===== src/rtl/mux_scan_ctrl_if.sv =====
// Bus between the scan controller, the 8:1 select mux and the downstream sample consumer.
// Optional out_par wire is present when MUX_SCAN_PARITY_EN is defined.
interface mux_scan_ctrl_if #(
  parameter int SEL_W  = 3,
  parameter int DATA_W = 4
);
  logic [(1<<SEL_W)-1:0] req;
  logic [SEL_W-1:0]      sel;
  logic [DATA_W-1:0]     mux_o;
  logic [DATA_W-1:0]     out_data;
  logic [SEL_W-1:0]      out_ch;
  logic                  out_valid;
  logic                  out_ready;
  logic                  busy;
`ifdef MUX_SCAN_PARITY_EN
  logic                  out_par;
`endif

  modport master (
    input  req, mux_o, out_ready,
`ifdef MUX_SCAN_PARITY_EN
    output out_par,
`endif
    output sel, out_data, out_ch, out_valid, busy
  );

  modport slave (
    output req, mux_o, out_ready,
`ifdef MUX_SCAN_PARITY_EN
    input  out_par,
`endif
    input  sel, out_data, out_ch, out_valid, busy
  );
endinterface


===== src/rtl/mux_scan_ctrl.sv =====
// Round-robin scan controller: grants a requesting channel, drives the mux select, waits
// SETTLE_CYC cycles, captures the mux output and offers it over valid/ready.
// Optional feature macro: MUX_SCAN_PARITY_EN adds registered out_par = ^out_data.
module mux_scan_ctrl #(
  parameter int SEL_W      = 3,
  parameter int DATA_W     = 4,
  parameter int SETTLE_CYC = 1
) (
  input  logic             clk,
  input  logic             rst_n,
  mux_scan_ctrl_if.master  bus
);
  localparam int NCH   = 1 << SEL_W;
  localparam int CNT_W = 4;

  if (SETTLE_CYC < 1 || SETTLE_CYC > 15) begin : g_bad_settle
    $error("mux_scan_ctrl: SETTLE_CYC=%0d outside 1..15", SETTLE_CYC);
  end

  typedef enum logic [1:0] {IDLE, SETTLE, HOLD} state_t;

  state_t             state, state_n;
  logic [SEL_W-1:0]   sel_q, sel_n;
  logic [SEL_W-1:0]   last_ch, last_n;
  logic [SEL_W-1:0]   ch_q, ch_n;
  logic [DATA_W-1:0]  data_q, data_n;
  logic               valid_q, valid_n;
  logic [CNT_W-1:0]   cnt, cnt_n;
  logic [SEL_W-1:0]   grant;
  logic               found;
`ifdef MUX_SCAN_PARITY_EN
  logic               par_q, par_n;
`endif

  // Search starts one past the last captured channel; the SEL_W-bit sum wraps NCH-1 -> 0.
  always_comb begin
    grant = '0;
    found = 1'b0;
    for (int i = 1; i <= NCH; i++) begin
      if (!found && bus.req[last_ch + SEL_W'(i)]) begin
        grant = last_ch + SEL_W'(i);
        found = 1'b1;
      end
    end
  end

  always_comb begin
    state_n = state;
    sel_n   = sel_q;
    last_n  = last_ch;
    ch_n    = ch_q;
    data_n  = data_q;
    valid_n = valid_q;
    cnt_n   = cnt;
`ifdef MUX_SCAN_PARITY_EN
    par_n   = par_q;
`endif
    case (state)
      IDLE: begin
        if (|bus.req) begin
          sel_n   = grant;
          cnt_n   = CNT_W'(SETTLE_CYC - 1);
          state_n = SETTLE;
        end
      end
      SETTLE: begin
        if (cnt == '0) begin
          data_n  = bus.mux_o;
          ch_n    = sel_q;
          last_n  = sel_q;
          valid_n = 1'b1;
`ifdef MUX_SCAN_PARITY_EN
          par_n   = ^bus.mux_o;
`endif
          state_n = HOLD;
        end else begin
          cnt_n = cnt - 1'b1;
        end
      end
      HOLD: begin
        if (bus.out_ready) begin
          valid_n = 1'b0;
          state_n = IDLE;
        end
      end
      default: state_n = IDLE;
    endcase
  end

  always_ff @(posedge clk or negedge rst_n) begin
    if (!rst_n) begin
      state   <= IDLE;
      sel_q   <= '0;
      last_ch <= SEL_W'(NCH - 1);
      ch_q    <= '0;
      data_q  <= '0;
      valid_q <= 1'b0;
      cnt     <= '0;
`ifdef MUX_SCAN_PARITY_EN
      par_q   <= 1'b0;
`endif
    end else begin
      state   <= state_n;
      sel_q   <= sel_n;
      last_ch <= last_n;
      ch_q    <= ch_n;
      data_q  <= data_n;
      valid_q <= valid_n;
      cnt     <= cnt_n;
`ifdef MUX_SCAN_PARITY_EN
      par_q   <= par_n;
`endif
    end
  end

  assign bus.sel       = sel_q;
  assign bus.out_data  = data_q;
  assign bus.out_ch    = ch_q;
  assign bus.out_valid = valid_q;
  assign bus.busy      = (state != IDLE);
`ifdef MUX_SCAN_PARITY_EN
  assign bus.out_par   = par_q;
`endif
endmodule


===== src/flat_wrapper.sv =====
// flat-port wrapper written by rule: the top's interface ports become plain ports
module mux_scan_ctrl_flat 
#(
  parameter int SEL_W      = 3,
  parameter int DATA_W     = 4,
  parameter int SETTLE_CYC = 1
)
  (clk, rst_n, bus_req, bus_mux_o, bus_out_ready, bus_sel, bus_out_data, bus_out_ch, bus_out_valid, bus_busy);
  mux_scan_ctrl_if #(.SEL_W(SEL_W), .DATA_W(DATA_W)) bus_i ();
  input  logic clk;
  input  logic rst_n;
  input wire logic [$bits(bus_i.req)-1:0] bus_req;
  input wire logic [$bits(bus_i.mux_o)-1:0] bus_mux_o;
  input wire logic [$bits(bus_i.out_ready)-1:0] bus_out_ready;
  output wire logic [$bits(bus_i.sel)-1:0] bus_sel;
  output wire logic [$bits(bus_i.out_data)-1:0] bus_out_data;
  output wire logic [$bits(bus_i.out_ch)-1:0] bus_out_ch;
  output wire logic [$bits(bus_i.out_valid)-1:0] bus_out_valid;
  output wire logic [$bits(bus_i.busy)-1:0] bus_busy;
  assign bus_i.req = bus_req;
  assign bus_i.mux_o = bus_mux_o;
  assign bus_i.out_ready = bus_out_ready;
  assign bus_sel = bus_i.sel;
  assign bus_out_data = bus_i.out_data;
  assign bus_out_ch = bus_i.out_ch;
  assign bus_out_valid = bus_i.out_valid;
  assign bus_busy = bus_i.busy;
  mux_scan_ctrl #(.SEL_W(SEL_W), .DATA_W(DATA_W), .SETTLE_CYC(SETTLE_CYC)) u_core (.clk(clk), .rst_n(rst_n), .bus(bus_i));
endmodule

===== config.mk =====
export PLATFORM = sky130hd
export DESIGN_NAME = mux_scan_ctrl_flat
export DESIGN_NICKNAME = d
export VERILOG_FILES = /design/src/rtl/mux_scan_ctrl_if.sv /design/src/rtl/mux_scan_ctrl.sv /design/src/flat_wrapper.sv
export SDC_FILE = /design/constraint.sdc
export NUM_CORES = 1
export LEC_CHECK = 0
export BUFFER_PORTS_ARGS = -buffer_cell sky130_fd_sc_hd__buf_2
export CORE_MARGIN = 10
export CORE_UTILIZATION = 56
export DETAILED_ROUTE_END_ITERATION = 10
export PLACE_DENSITY = 0.76
export SETUP_SLACK_MARGIN = 0.5
export SYNTH_ARGS = -nofsm -noshare
export SYNTH_HDL_FRONTEND = slang
export SYNTH_SLANG_ARGS = --single-unit

===== constraint.sdc =====
create_clock -name clk -period 10.5 [get_ports clk]
set_input_delay 0.525 -clock clk [delete_from_list [all_inputs] [get_ports clk]]
set_output_delay 0.525 -clock clk [all_outputs]
set_load 0.02 [all_outputs]

==> flow_metrics.py <==
metrics = {
    "outcome": {
        "status": "completed",
    },
    "setup_path": {
        "cp_cell_sequence": "inv_1 -> ha_1 -> xnor2_1 -> mux4_2 -> or2_2 -> or4_1 -> nand3_1 -> o21ai_1",
        "max_stage_delay_ps": 920,
        "timing.rr.end": "u_core.bus.sel[1]$_DFFE_PN0P_",
        "worst-setup-path-type": "reg2reg",
        "regToRegStartpoint": "u_core.last_ch[0]$_DFFE_PN1P_",
        "crit_family": "simple AND/OR/NAND/NOR gates",
        "worstPathMaxFanout": 27,
        "cp-start-kind": "register",
        "end_kind": "register",
        "cp_slowest_cell": "dfstp_2",
        "crit_arrival_ps": 4030,
        "required_ps": 10690,
        "rr_worst_depth": 8,
        "rrSetupSlack_ps": 6660,
        "cp_num_buf_inv": 1,
    },
    "synthesis": {
        "ys_seq_elements": 20,
        "synth_cell_types": 54,
        "syn-cell-area_sq_um": 1980,
        "synth_ff_type": "dfrtp_1",
        "async_flop_share_pct": 100,
        "avgSynthCellArea_sq_um": 10.5,
        "yosysSeqAreaShare_pct": 25.5,
        "yosysWarningCount": 0,
        "synthesis.nets": 207,
        "synth-edff-count": 0,
        "syn_inst": 189,
    },
    "clock_tree": {
        "tritoncts": "yes",
        "clkSinkCount": 20,
        "cts-root-buf": "clkbuf_4",
        "post_cts_buffers": 0,
        "path_clk_slew_ps": 100,
        "cts.path.max_buffers": 2,
        "insertion_delay_ps": 290,
        "cts_hold_buf": 0,
        "cts_htree_levels": 1,
        "numCtsBuffers": 3,
        "cts_resized": 0,
    },
    "floorplanning": {
        "die_h_um": 79.4,
        "die-area_sq_um": 6300,
        "start_util_pct": 58.7,
        "io_pins": 27,
        "core_area_sq_um": 3360,
        "row_count": 21,
        "die-width_um": 79.4,
    },
    "timing": {
        "worst_slew_pin_slew_ps": 665,
        "max_slew_margin_pct": 55.4,
        "rsz0062_at_grt": "no",
        "post-route-period-util_pct": 36.5,
        "setup_tns_ps": 0,
        "finClkSkew_ps": 3.39,
        "fmax_mhz": 261,
        "drv_slew": 0,
        "fin_crit_ps": 3840,
        "post-route-worst-setup-slack_ps": 6660,
        "hold_violations": 0,
        "timing.final.setup_violations": 0,
    },
    "finish": {
        "drive_gt1_share_pct": 35.3,
        "nFillCells": 303,
        "antennaDiodeCount": 0,
        "finalNetCount": 220,
        "area_growth_pct": 6.59,
        "regArea_sq_um": 504,
        "multi_input_area_sq_um": 1350,
    },
    "place": {
        "portBuffers": 26,
        "dp_hpwl_um": 3610,
        "pre_cts_ws_ps": 6720,
        "gp_congestion": 0.965,
    },
    "routing": {
        "maxUsedRoutingLayer": "met4",
        "ant_nets": 0,
        "drc": 0,
        "wl_per_cell_um": 19.4,
        "via_per_inst": 6.73,
        "wl_met2_um": 2160,
        "drtIter0Drc": 237,
        "drt-pass1-iter-count": 4,
        "wl_met1_um": 2050,
        "drt-total-wl_um": 4780,
        "dr_wl_met3_um": 422,
        "vias": 1663,
    },
    "grt": {
        "grt_pass1_vias": 1636,
        "antenna_found_initial": 0,
        "grt_max_degree": 28,
        "grt_pass1_wl_um": 7850,
        "grt_use_total_pct": 15.2,
        "overflow": 0,
    },
    "power_and_ir_drop": {
        "intPower_w": 0.000418,
        "power.share.switching_pct": 48.5,
        "p_comb_share_pct": 72.4,
        "p_seq_share_pct": 22.3,
        "clkPwrFrac_pct": 5.3,
        "power.switching_w": 0.000393,
        "powerDensity_nw_per_um2": 385,
        "peakVddDrop_mv": 0.204,
        "p_leak_nw": 0.863,
    },
    "min_path": {
        "min_path_type": "in2async",
    },
    "job": {
        "maxCapViolations": 0,
    },
}
==> synthesized netlist by cell type, types with 2 or more instances <==
cell type	n	area, sq um
nand3_1	4	20.0
inv_1	8	30.0
dfstp_2	3	78.8
a221o_1	2	20.0
buf_2	3	15.0
ha_1	3	37.5
xnor2_1	4	35.0
mux2i_1	8	80.1
nor2b_1	5	31.3
nor4_1	4	25.0
o311ai_0	2	17.5
a21oi_1	7	35.0
mux2_2	17	191
clkbuf_1	11	41.3
dfrtp_1	17	425
o21ai_0	7	35.0
and2_1	2	12.5
mux4_2	15	338
nand2_1	11	41.3
a221oi_1	3	26.3
nand2b_1	3	18.8
o211ai_1	2	15.0
o32ai_1	2	17.5
or2_2	2	12.5
mux4_1	3	78.8
nor2_1	11	41.3
buf_6	3	33.8
==> state kept, by name, indices dropped and copies added (netlist names) <==
signal / cells
u_core.bus.out_data: 4
u_core.bus.sel: 3
u_core.last_ch: 3
u_core.bus.out_ch: 3
u_core.bus.out_valid: 1
u_core.state: 2
u_core.cnt: 4
==> worst max-delay path by stage <==
stage / startpoint / to / slack (ps) / cells past startpoint
final: u_core.last_ch[0]$_DFFE_PN1P_ / u_core.bus.sel[1]$_DFFE_PN0P_ / 6660 / 8
after global routing: u_core.last_ch[0]$_DFFE_PN1P_ / u_core.bus.sel[1]$_DFFE_PN0P_ / 6360 / 8
after CTS: u_core.last_ch[0]$_DFFE_PN1P_ / u_core.bus.sel[1]$_DFFE_PN0P_ / 6700 / 8
after detailed placement: u_core.last_ch[0]$_DFFE_PN1P_ / u_core.bus.sel[1]$_DFFE_PN0P_ / 6720 / 8
after global placement: u_core.last_ch[0]$_DFFE_PN1P_ / u_core.bus.sel[1]$_DFFE_PN0P_ / 6840 / 8
after floorplan: u_core.last_ch[1]$_DFFE_PN1P_ / u_core.bus.sel[1]$_DFFE_PN0P_ / 7040 / 11
==> power groups by stage <==
stage                clock, W  combinational [W]  sequential (W)
floorplan                   0           0.000477        0.000164
global placement            0           0.000563        0.000178
detailed placement          0           0.000575        0.000182
CTS                 0.0000442           0.000578        0.000181
global route        0.0000483           0.000635        0.000191
finish              0.0000428           0.000587        0.000181
==> through the flow <==
stage | instances | power [W] | area, sq um | hold WS [ps] | util [%]
after floorplan | 189 | 0.000641 | 1980 | 229 | -
after global placement | 243 | 0.000741 | 2070 | 479 | 61.5
after detailed placement | 243 | 0.000757 | 2070 | 486 | 61.5
after CTS | 247 | 0.000803 | 2110 | 158 | 62.6
after global routing | 247 | 0.000874 | 2110 | 154 | 62.6
final | 247 | 0.000811 | 2110 | 149 | 62.6
==> metal layers <==
| layer | up-vias | GRT usage, % |
|---|---|---|
| met4 | 0 | 4.84 |
| met3 | 16 | 3.72 |
| met5 | - | 0 |
| li1 | 755 | - |
| met2 | 88 | 22.0 |
| met1 | 804 | 21.6 |
==> cells by family (layout without fill, tap and decap cells) <==
kind of cell / count (synthesis) / in the layout / synth area share, %
buf+inv: 26 / 38 / 6.27
flops: 20 / 20 / 25.5
mux: 44 / 44 / 35.6
fa+ha+maj: 3 / 3 / 1.90
compound gates: 43 / 43 / 15.9
xor+xnor: 5 / 5 / 2.22
simple gates: 48 / 48 / 12.6
==> cell usage in the layout, fill, tap and decap left out, types with 5 or more instances in the layout <==
| cell type | count |
|---|---|
| buf_2 | 26 |
| mux2i_1 | 8 |
| nor2_1 | 11 |
| mux2_2 | 17 |
| o21ai_0 | 7 |
| nand2_1 | 11 |
| mux4_2 | 15 |
| nor2b_1 | 5 |
| a21oi_1 | 7 |
| dfrtp_1 | 17 |
| inv_1 | 8 |
==> layout make-up <==
cell class / count / area share [%]
clock buffer: 4 / 1.72
tap: 46 / 2.73
inverter: 8 / 1.43
sequential: 20 / 23.9
multi-input combinational: 143 / 64.0
timing repair buffer: 26 / 6.18
Note: power is estimated with default switching activity, not from simulation.
